<file path="src/rtl/seq_dect_pkg.sv">
`default_nettype none
// ============================================================================
// Module   : seq_dect_pkg
// Brief    : Shared constants and helpers for the programmable pattern detector
// Revision : 1.0
// ============================================================================
package seq_dect_pkg;

    localparam logic [3:0] c_def_pattern = 4'b1011;

    function automatic int len_w(input int pat_w);
        return $clog2(pat_w + 1);
    endfunction

    // The mask is 32 bits wide, so patterns are limited to 32 bits.
    function automatic logic [31:0] len_mask(input int len);
        if (len >= 32)
            return '1;
        return (32'd1 << len) - 32'd1;
    endfunction

endpackage
`default_nettype wire

</file>
<file path="src/rtl/seq_match_cnt.sv">
`default_nettype none
// ============================================================================
// Module   : seq_match_cnt
// Brief    : Saturating match counter; a clear takes priority over an increment
// Revision : 1.0
// ============================================================================
module seq_match_cnt #(
    parameter int CNT_W = 8
) (
    input  logic             clk,
    input  logic             reset_n,
    input  logic             inc,
    input  logic             clr,
    output logic [CNT_W-1:0] cnt
);

    logic [CNT_W-1:0] r_cnt;

    always_ff @(posedge clk or negedge reset_n) begin
        if (!reset_n)
            r_cnt <= '0;
        else if (clr)
            r_cnt <= '0;
        else if (inc && (r_cnt != '1))
            r_cnt <= r_cnt + 1'b1;
    end

    assign cnt = r_cnt;

endmodule
`default_nettype wire

</file>
<file path="src/rtl/seq_dect_prog.sv">
`default_nettype none
// ============================================================================
// Module   : seq_dect_prog
// Brief    : Run-time programmable serial pattern detector with match counter
// Revision : 1.0
// ============================================================================
module seq_dect_prog
    import seq_dect_pkg::*;
#(
    parameter int               PAT_W       = 4,
    parameter logic [PAT_W-1:0] DEF_PATTERN = PAT_W'(c_def_pattern),
    parameter int               CNT_W       = 8,
    localparam int              LEN_W       = len_w(PAT_W)
) (
    input  logic             clk,
    input  logic             reset_n,
    input  logic             en,
    input  logic             seq_in,
    input  logic             overlap,
    input  logic             cfg_load,
    input  logic [PAT_W-1:0] cfg_pattern,
    input  logic [LEN_W-1:0] cfg_len,
    input  logic             cnt_clr,
    output logic             dect_out,
    output logic [CNT_W-1:0] match_cnt,
    output logic             cfg_err
);

    localparam logic [LEN_W-1:0] c_pat_w_len = LEN_W'(PAT_W);

    logic [PAT_W-1:0] r_pat;
    logic [LEN_W-1:0] r_len;
    // The oldest history bit is never needed again, so only PAT_W-1 bits are kept.
    logic [PAT_W-2:0] r_hist;
    logic [LEN_W-1:0] r_fill;
    logic             r_dect;
    logic             r_cfg_err;

    logic             w_len_ok;
    logic             w_load;
    logic             w_shift;
    logic [PAT_W-1:0] w_hist_next;
    logic [LEN_W-1:0] w_fill_next;
    logic [31:0]      w_mask;
    logic             w_match;

    assign w_len_ok    = (cfg_len != '0) && (cfg_len <= c_pat_w_len);
    assign w_load      = cfg_load && w_len_ok;
    assign w_shift     = en && !w_load;
    assign w_hist_next = {r_hist, seq_in};
    assign w_fill_next = (r_fill == c_pat_w_len) ? r_fill : r_fill + 1'b1;
    assign w_mask      = len_mask(int'(r_len));
    assign w_match     = w_shift && (w_fill_next >= r_len) &&
                         ((32'(w_hist_next ^ r_pat) & w_mask) == 32'd0);

    always_ff @(posedge clk or negedge reset_n) begin
        if (!reset_n) begin
            r_pat     <= DEF_PATTERN;
            r_len     <= c_pat_w_len;
            r_hist    <= '0;
            r_fill    <= '0;
            r_dect    <= 1'b0;
            r_cfg_err <= 1'b0;
        end else begin
            r_dect    <= w_match;
            r_cfg_err <= cfg_load && !w_len_ok;
            if (w_load) begin
                r_pat  <= cfg_pattern;
                r_len  <= cfg_len;
                r_hist <= '0;
                r_fill <= '0;
            end else if (w_shift) begin
                r_hist <= w_hist_next[PAT_W-2:0];
                r_fill <= (w_match && !overlap) ? '0 : w_fill_next;
            end
        end
    end

    seq_match_cnt #(
        .CNT_W (CNT_W)
    ) u_match_cnt (
        .clk     (clk),
        .reset_n (reset_n),
        .inc     (w_match),
        .clr     (cnt_clr),
        .cnt     (match_cnt)
    );

    assign dect_out = r_dect;
    assign cfg_err  = r_cfg_err;

endmodule
`default_nettype wire

</file>
<file path="config.mk">
export PLATFORM = sky130hd
export DESIGN_NAME = seq_dect_prog
export DESIGN_NICKNAME = d
export VERILOG_FILES = /design/src/rtl/seq_dect_pkg.sv /design/src/rtl/seq_match_cnt.sv /design/src/rtl/seq_dect_prog.sv
export SDC_FILE = /design/constraint.sdc
export NUM_CORES = 1
export LEC_CHECK = 0
export ABC_CLOCK_PERIOD_IN_PS = 2210
export BUFFER_PORTS_ARGS = -buffer_cell sky130_fd_sc_hd__clkbuf_2
export CORE_UTILIZATION = 40
export DETAILED_ROUTE_END_ITERATION = 10
export PLACE_DENSITY_LB_ADDON = 0.1
export SLEW_MARGIN = 20
export SYNTH_ARGS = -nofsm -noshare
export SYNTH_HDL_FRONTEND = slang
export SYNTH_SLANG_ARGS = --single-unit
</file>
<file path="constraint.sdc">
create_clock -name clk -period 2.21 [get_ports clk]
set_clock_uncertainty 0.15 [all_clocks]
set_input_delay 0.5525 -clock clk [delete_from_list [all_inputs] [get_ports clk]]
set_output_delay 0.5525 -clock clk [all_outputs]
set_load 0.05 [all_outputs]
</file>
Word-level counts from Yosys, hierarchy flattened --
Cells that the tools add are included. Widths: inputs -> output; s select.
Cells by class: multipliers 0, magnitude comparators 2, reductions and logical operators 15, mux-type cells 8, bitwise logic cells 2, divide/modulo/power cells 0, shift-type cells 1, equality and inequality tests 2, add/sub/neg operators 3
Operators by type and width (number):
- $and 4x32->32 | 1
- $logic_not 32->1 | 1
- $shl 1x3->32 const A | 1
- $sub 32x1->32 const B | 1
- $mux 3 | 6
- $mux 8 | 2
- $add 8x1->8 const B | 1
- $logic_and 1x1->1 | 8
- $ne 8x8->1 const B | 1
- $reduce_bool 2->1 | 2
- $xor 4x4->4 | 1
- $add 3x1->3 const B | 1
- $eq 3x3->1 const B | 1
- $ge 3x3->1 | 1
- $le 3x3->1 const B | 1
- $logic_not 1->1 | 3
- $reduce_bool 3->1 | 1
Storage, ports and cells: memory bits (read-only) 0, bits in latches 0, flip-flop bits (word level) 23, output and inout bits 10, memories 0, RAM bits 0, logic and storage cells 40, input port bits 14

Longest topological paths before layout --
depth after elaboration 11, gate-level depth with buffers 11, mapped depth without buffers 10

Modules after synthesis --
A second synthesis with hierarchy kept.
Second synthesis, totals: cells, all modules 142, area total of the unflattened synthesis 1331.3 sq um
By module, submodules not included:
- seq_dect_prog | area an instance 867.1 sq um, cells each 93, sequential area each 380.4 sq um, instances 1
- seq_match_cnt | area an instance 464.2 sq um, cells each 49, sequential area each 200.2 sq um, instances 1

Worst setup path after synthesis --
Ideal clock, no wire load.
kind flip-flop to flip-flop, start register r_fill[0], end register u_match_cnt.r_cnt[0] (netlist: u_match_cnt.cnt[0]), required time 1.982 ns, path buffers 1, setup slack -0.078 ns, data arrival time 2.060 ns, stages on the path, launching flop included 12, setup time 0.078 ns, cells stage by stage dfrtp_1 -> inv_1 -> ha_1 -> nand2_1 -> xnor2_1 -> ha_1 -> nor2b_1 -> o21ai_0 -> o21ai_1 -> buf_2 -> or3_1 -> a21oi_1
On the way: longest elaborated chain between the ends 7, elaborated cells on any way between the ends 8, classes of those cells 1 x add/sub; 1 x order compare; 1 x eq/ne; 1 x mux; 4 x reduce/logical
Ends and longest elaborated chain:
- start, declared | RTL line seq_dect_prog.sv:35 | logic [LEN_W-1:0] r_fill;
- start signal, assigned | RTL line seq_dect_prog.sv:74 | r_fill <= (w_match && !overlap) ? '0 : w_fill_next;
- $add 3x1->3 / $eq 3x3->1 (equally long branches) | RTL line seq_dect_prog.sv:51 | assign w_fill_next = (r_fill == c_pat_w_len) ? r_fill : r_fill + 1'b1;
- $mux 3 (*) | RTL line seq_dect_prog.sv:51
- $ge 3x3->1 (*) | RTL line seq_dect_prog.sv:53 | assign w_match = w_shift && (w_fill_next >= r_len) &&
- $logic_and 1x1->1 (*) (2 in a row) | RTL line seq_dect_prog.sv:53
- $logic_and 1x1->1 (*) | RTL line seq_match_cnt.sv:24 | else if (inc && (r_cnt != '1))
- $reduce_bool 2->1 (no line) (*)
- end signal, assigned | RTL line seq_match_cnt.sv:25 | r_cnt <= r_cnt + 1'b1;
- end, declared | RTL line seq_match_cnt.sv:17 | logic [CNT_W-1:0] r_cnt;
Mark *: on every way between the ends. The rest lies on a longest branch, timed or not. A chain may end at the register's enable or synchronous reset.

Final worst setup path --
start register r_fill[0], end register r_fill[0]
On the way: longest elaborated chain between the ends 9, elaborated cells on any way between the ends 10, classes of those cells 1 x add/sub; 1 x order compare; 1 x eq/ne; 4 x mux; 3 x reduce/logical
Ends and longest elaborated chain:
- $add 3x1->3 / $eq 3x3->1 (equally long branches) | RTL line seq_dect_prog.sv:51
- $mux 3 (*) | RTL line seq_dect_prog.sv:51
- $ge 3x3->1 | RTL line seq_dect_prog.sv:53
- $logic_and 1x1->1 (2 in a row) | RTL line seq_dect_prog.sv:53
- $logic_and 1x1->1 | RTL line seq_dect_prog.sv:74
- $mux 3 (*) | RTL line seq_dect_prog.sv:74
- $mux 3 (*) | RTL line seq_dect_prog.sv:72 | end else if (w_shift) begin
- $mux 3 (*) | RTL line seq_dect_prog.sv:67 | if (w_load) begin
Mark *: on every way between the ends. The rest lies on a longest branch, timed or not. The select of a mux whose other input is x is not followed.

==> impl_metrics.py <==
metrics = {
    "synthesis": {
        "ys_seq_area_frac": 0.448,
        "ys.flop_type": "dfrtp_1",
        "synth.avg_cell_area_um2": 9.12,
        "synthCells": 142,
        "synthAdderAreaFrac": 0.0676,
        "synth-compound-area-share": 0.150,
        "synthArstFlopShare": 1.00,
        "synth-simple-area-share": 0.233,
        "synth_top_family_by_area": "simple AND/OR/NAND/NOR gates",
        "synth_xor_area_frac": 0.0406,
        "synth_nets": 163,
        "synthDominantCellAreaShare": 0.367,
        "synthMuxAreaShare": 0.0232,
        "yosys.area.top_type": "dfrtp_1",
        "yosysWarnings": 0,
        "yosys-top-cells-area": "dfrtp_1 (37%), dfstp_2 (8.1%), ha_1 (6.8%)",
        "synth_edf_count": 0,
        "synth.cell_area_um2": 1290,
        "synth_seq_cells": 23,
        "yosysUniqueCellTypes": 33,
    },
    "power_and_ir_drop": {
        "swShare": 0.389,
        "power.leakage_uw": 0.000840,
        "p_per_area_nw_per_um2": 882,
        "switchingPower_uw": 635,
        "pwr-share-clk": 0.119,
        "p_comb_frac": 0.562,
        "share_seq_of_total_power": 0.319,
        "internal-power_uw": 997,
        "peakVddDrop_mv": 0.377,
        "finalPower_uw": 1630,
    },
    "sta": {
        "slew_violations": 0,
        "post-route-period-util": 1.11,
        "fin_crit_ns": 2.44,
        "hold_violations": 0,
        "slew_headroom": 0.612,
        "hold_slack_ns": 0.0678,
        "rsz0062_at_grt": "yes",
        "fin_ws_ns": -0.234,
        "worst_slew_pin_slew_ns": 0.583,
        "setup_violations": 12,
        "fmax_mhz": 409,
    },
    "setup_path": {
        "criticalPathCategory": "reg -> reg",
        "cp_data_required_time_ns": 2.25,
        "rrSetupSlack_ns": -0.23,
        "r2r-end": "r_fill[0]$_DFFE_PN0P_",
        "critical_path.slowest_cell": "dfrtp_1",
        "crit_chain": "ha_2 > nand2_2 > nor2_2 > nor2_2 > ha_1 > a21oi_1 > o21ai_4 > o21ai_4 > buf_4 > buf_4 > nor3_4 > o41ai_2",
        "cp_data_arrival_time_ns": 2.49,
        "slowest_delay_ns": 0.41,
        "cp_max_fo": 5,
        "end_kind": "register",
        "worst_setup_path_start_kind": "register",
        "worst_r2r_startpoint": "r_fill[0]$_DFFE_PN0P_",
        "r2r_cells": 12,
    },
    "placed_design": {
        "port_buffers": 23,
        "placed_cells": 224,
        "gp_congestion": 0.822,
        "dp_hpwl_mm": 2.09,
        "pre_cts_slack_ns": -0.184,
    },
    "floorplanning": {
        "die_w_um": 58.9,
        "core_um2": 3050,
        "rows": 20,
        "initial_core_util": 0.424,
        "die-area_um2": 3470,
        "ios": 24,
        "die_height_um": 58.9,
    },
    "min_path": {
        "hold_class": "in -> async",
    },
    "clock_network": {
        "cts_tree": "done",
        "clk_pin_slew_worst_paths_ns": 0.13,
        "cts_htree_levels": 1,
        "clk_latency_ns": 0.30,
        "clockBufferDepth": 2,
        "cts_buffers": 3,
        "cts_sinks": 23,
        "root_buffer": "clkbuf_4",
    },
    "detailed_routing": {
        "drt_wl_total_mm": 3.14,
        "wl_per_cell_um": 13.4,
        "drtPass1Iterations": 4,
        "viasPerCell": 5.14,
        "drc": 0,
        "num_vias": 1203,
        "drtAntennaViolNets": 0,
        "first_iter_violations": 43,
    },
    "global_routing": {
        "busiest_layer": "met2",
        "grt_pass1_vias": 1053,
        "grtUsageMet3": 0.0198,
        "antenna_found_initial": 0,
        "met2_usage": 0.271,
        "grt_max_degree": 24,
        "met1_usage": 0.263,
        "grt_pass1_wl_mm": 4.66,
        "overflow": 0,
        "grt_use_total": 0.178,
    },
    "status": {
        "outcome": "finished with violations",
        "violations": "setup timing",
    },
    "finish": {
        "fin_cells": 234,
        "antenna_cells": 0,
        "syn_to_final_growth_pct": 42.9,
        "drive_gt1_frac": 0.468,
        "postLayoutCoreUtil": 0.606,
        "fin_nets": 212,
    },
    "run": {
        "max_cap_viol_count": 0,
    },
}
[power groups by stage]
stage | Combinational [µW] | Clock (µW) | Sequential, µW
6_report | 917 | 194 | 521
5_1_grt | 993 | 222 | 528
4_1_cts | 657 | 205 | 517
3_5_place_dp | 609 | 0 | 523
3_3_place_gp | 599 | 0 | 521
2_1_floorplan | 326 | 0 | 548
[repair_timing]
| action | 4_1_cts | 5_1_grt |
|---|---|---|
| pin swaps | 1 | 22 |
| gates resized for setup | 8 | 29 |
| setup buffers | 0 | 5 |
| setup endpoints to repair | 12 | 12 |
| hold endpoints to repair | 0 | 0 |
| gates cloned | 0 | 1 |
| hold buffers | 0 | 0 |
[logic make-up after synthesis]
kind of cell,after synthesis
multiplexers,3
adder cells (fa/ha/maj),7
flip-flops,23
AND/OR/NAND/NOR,61
buffers and inverters,12
AO/OA/AOI/OAI,30
XOR/XNOR,6
[worst max-delay path by stage]
| stage | start | end | slack, ns | cells past startpoint |
|---|---|---|---|---|
| 3_5_place_dp | cfg_len[1] | u_match_cnt.cnt[0]$_DFFE_PN0P_ | -0.18 | 7 |
| 3_3_place_gp | cfg_len[1] | u_match_cnt.cnt[0]$_DFFE_PN0P_ | -0.15 | 7 |
| 5_1_grt | r_fill[0]$_DFFE_PN0P_ | u_match_cnt.cnt[2]$_DFFE_PN0P_ | -0.34 | 10 |
| 4_1_cts | r_fill[0]$_DFFE_PN0P_ | u_match_cnt.cnt[7]$_DFFE_PN0P_ | -0.19 | 10 |
| 2_1_floorplan | r_fill[0]$_DFFE_PN0P_ | u_match_cnt.cnt[0]$_DFFE_PN0P_ | 0.007 | 11 |
| 6_report | r_fill[0]$_DFFE_PN0P_ | r_fill[0]$_DFFE_PN0P_ | -0.23 | 12 |
[cell type report]
type	instances	area [µm²]
Fill cell	291	1200
Tap cell	44	55.1
Multi-Input combinational cell	108	852
Inverter	6	22.5
Clock buffer	4	26.3
Timing Repair Buffer	49	314
Sequential cell	23	581
[synthesized netlist by cell type (3+ instances only)]
cell and n:
dfstp_2 4, or3_1 3, o31ai_1 5, ha_1 7, buf_2 3, o21ai_0 6, nor2_1 9, xnor2_1 4
mux2i_1 3, inv_1 6, or4_1 5, nor2b_1 3, nand2_1 22, a21oi_1 9, dfrtp_1 19, nand3_1 11
[cell usage in the layout (no fill, tap or decap), types with 2 or more instances in the layout]
cell type / Yosys / final
ha_1: 7 / 4
o21ai_0: 6 / 4
xnor2_1: 4 / 2
nand2_2: 0 / 2
o21a_1: 2 / 2
nor2_1: 9 / 6
a21oi_2: 0 / 3
dfrtp_1: 19 / 19
ha_4: 0 / 2
nor2b_1: 3 / 2
o31ai_1: 5 / 3
and3_1: 2 / 2
o21ai_4: 0 / 3
inv_1: 6 / 4
dfstp_2: 4 / 4
xor2_1: 2 / 2
or4_4: 0 / 4
buf_4: 0 / 25
nand4_1: 2 / 2
nor2_2: 0 / 3
a21oi_1: 9 / 5
nand2_1: 22 / 19
clkbuf_2: 0 / 23
clkbuf_4: 0 / 3
mux2i_1: 3 / 3
xnor2_2: 0 / 2
nand3_1: 11 / 11
inv_2: 0 / 2
or3_1: 3 / 3
[metrics by stage]
stage / area (µm²) / TNS, ns
finish: 1850 / -1.74
floorplan: 1300 / 0
global placement: 1600 / -0.764
global route: 1850 / -3.09
detailed placement: 1600 / -1.35
CTS: 1660 / -1.10
[metal layers]
metal / wire (µm) / up-vias
li1: - / 607
met1: 1480 / 571
met2: 1560 / 21
met3: 70 / 4
met4: 31 / 0
met5: 0 / -
[registers in the layout, indices dropped and copies added, names as in the netlist]
signal	flops
r_fill	3
r_hist	3
u_match_cnt.cnt	8
r_pat	4
r_len	3
dect_out	1
cfg_err	1
[critical path, delay by kind of cell (launching register included)]
| family | cells | cell delay, ns |
|---|---|---|
| AO/OA/AOI/OAI | 4 | 0.72 |
| adder cells (fa/ha/maj) | 2 | 0.51 |
| flip-flops | 1 | 0.41 |
| AND/OR/NAND/NOR | 4 | 0.29 |
| buffers and inverters | 2 | 0.24 |
(Power assumes the default switching activity.)
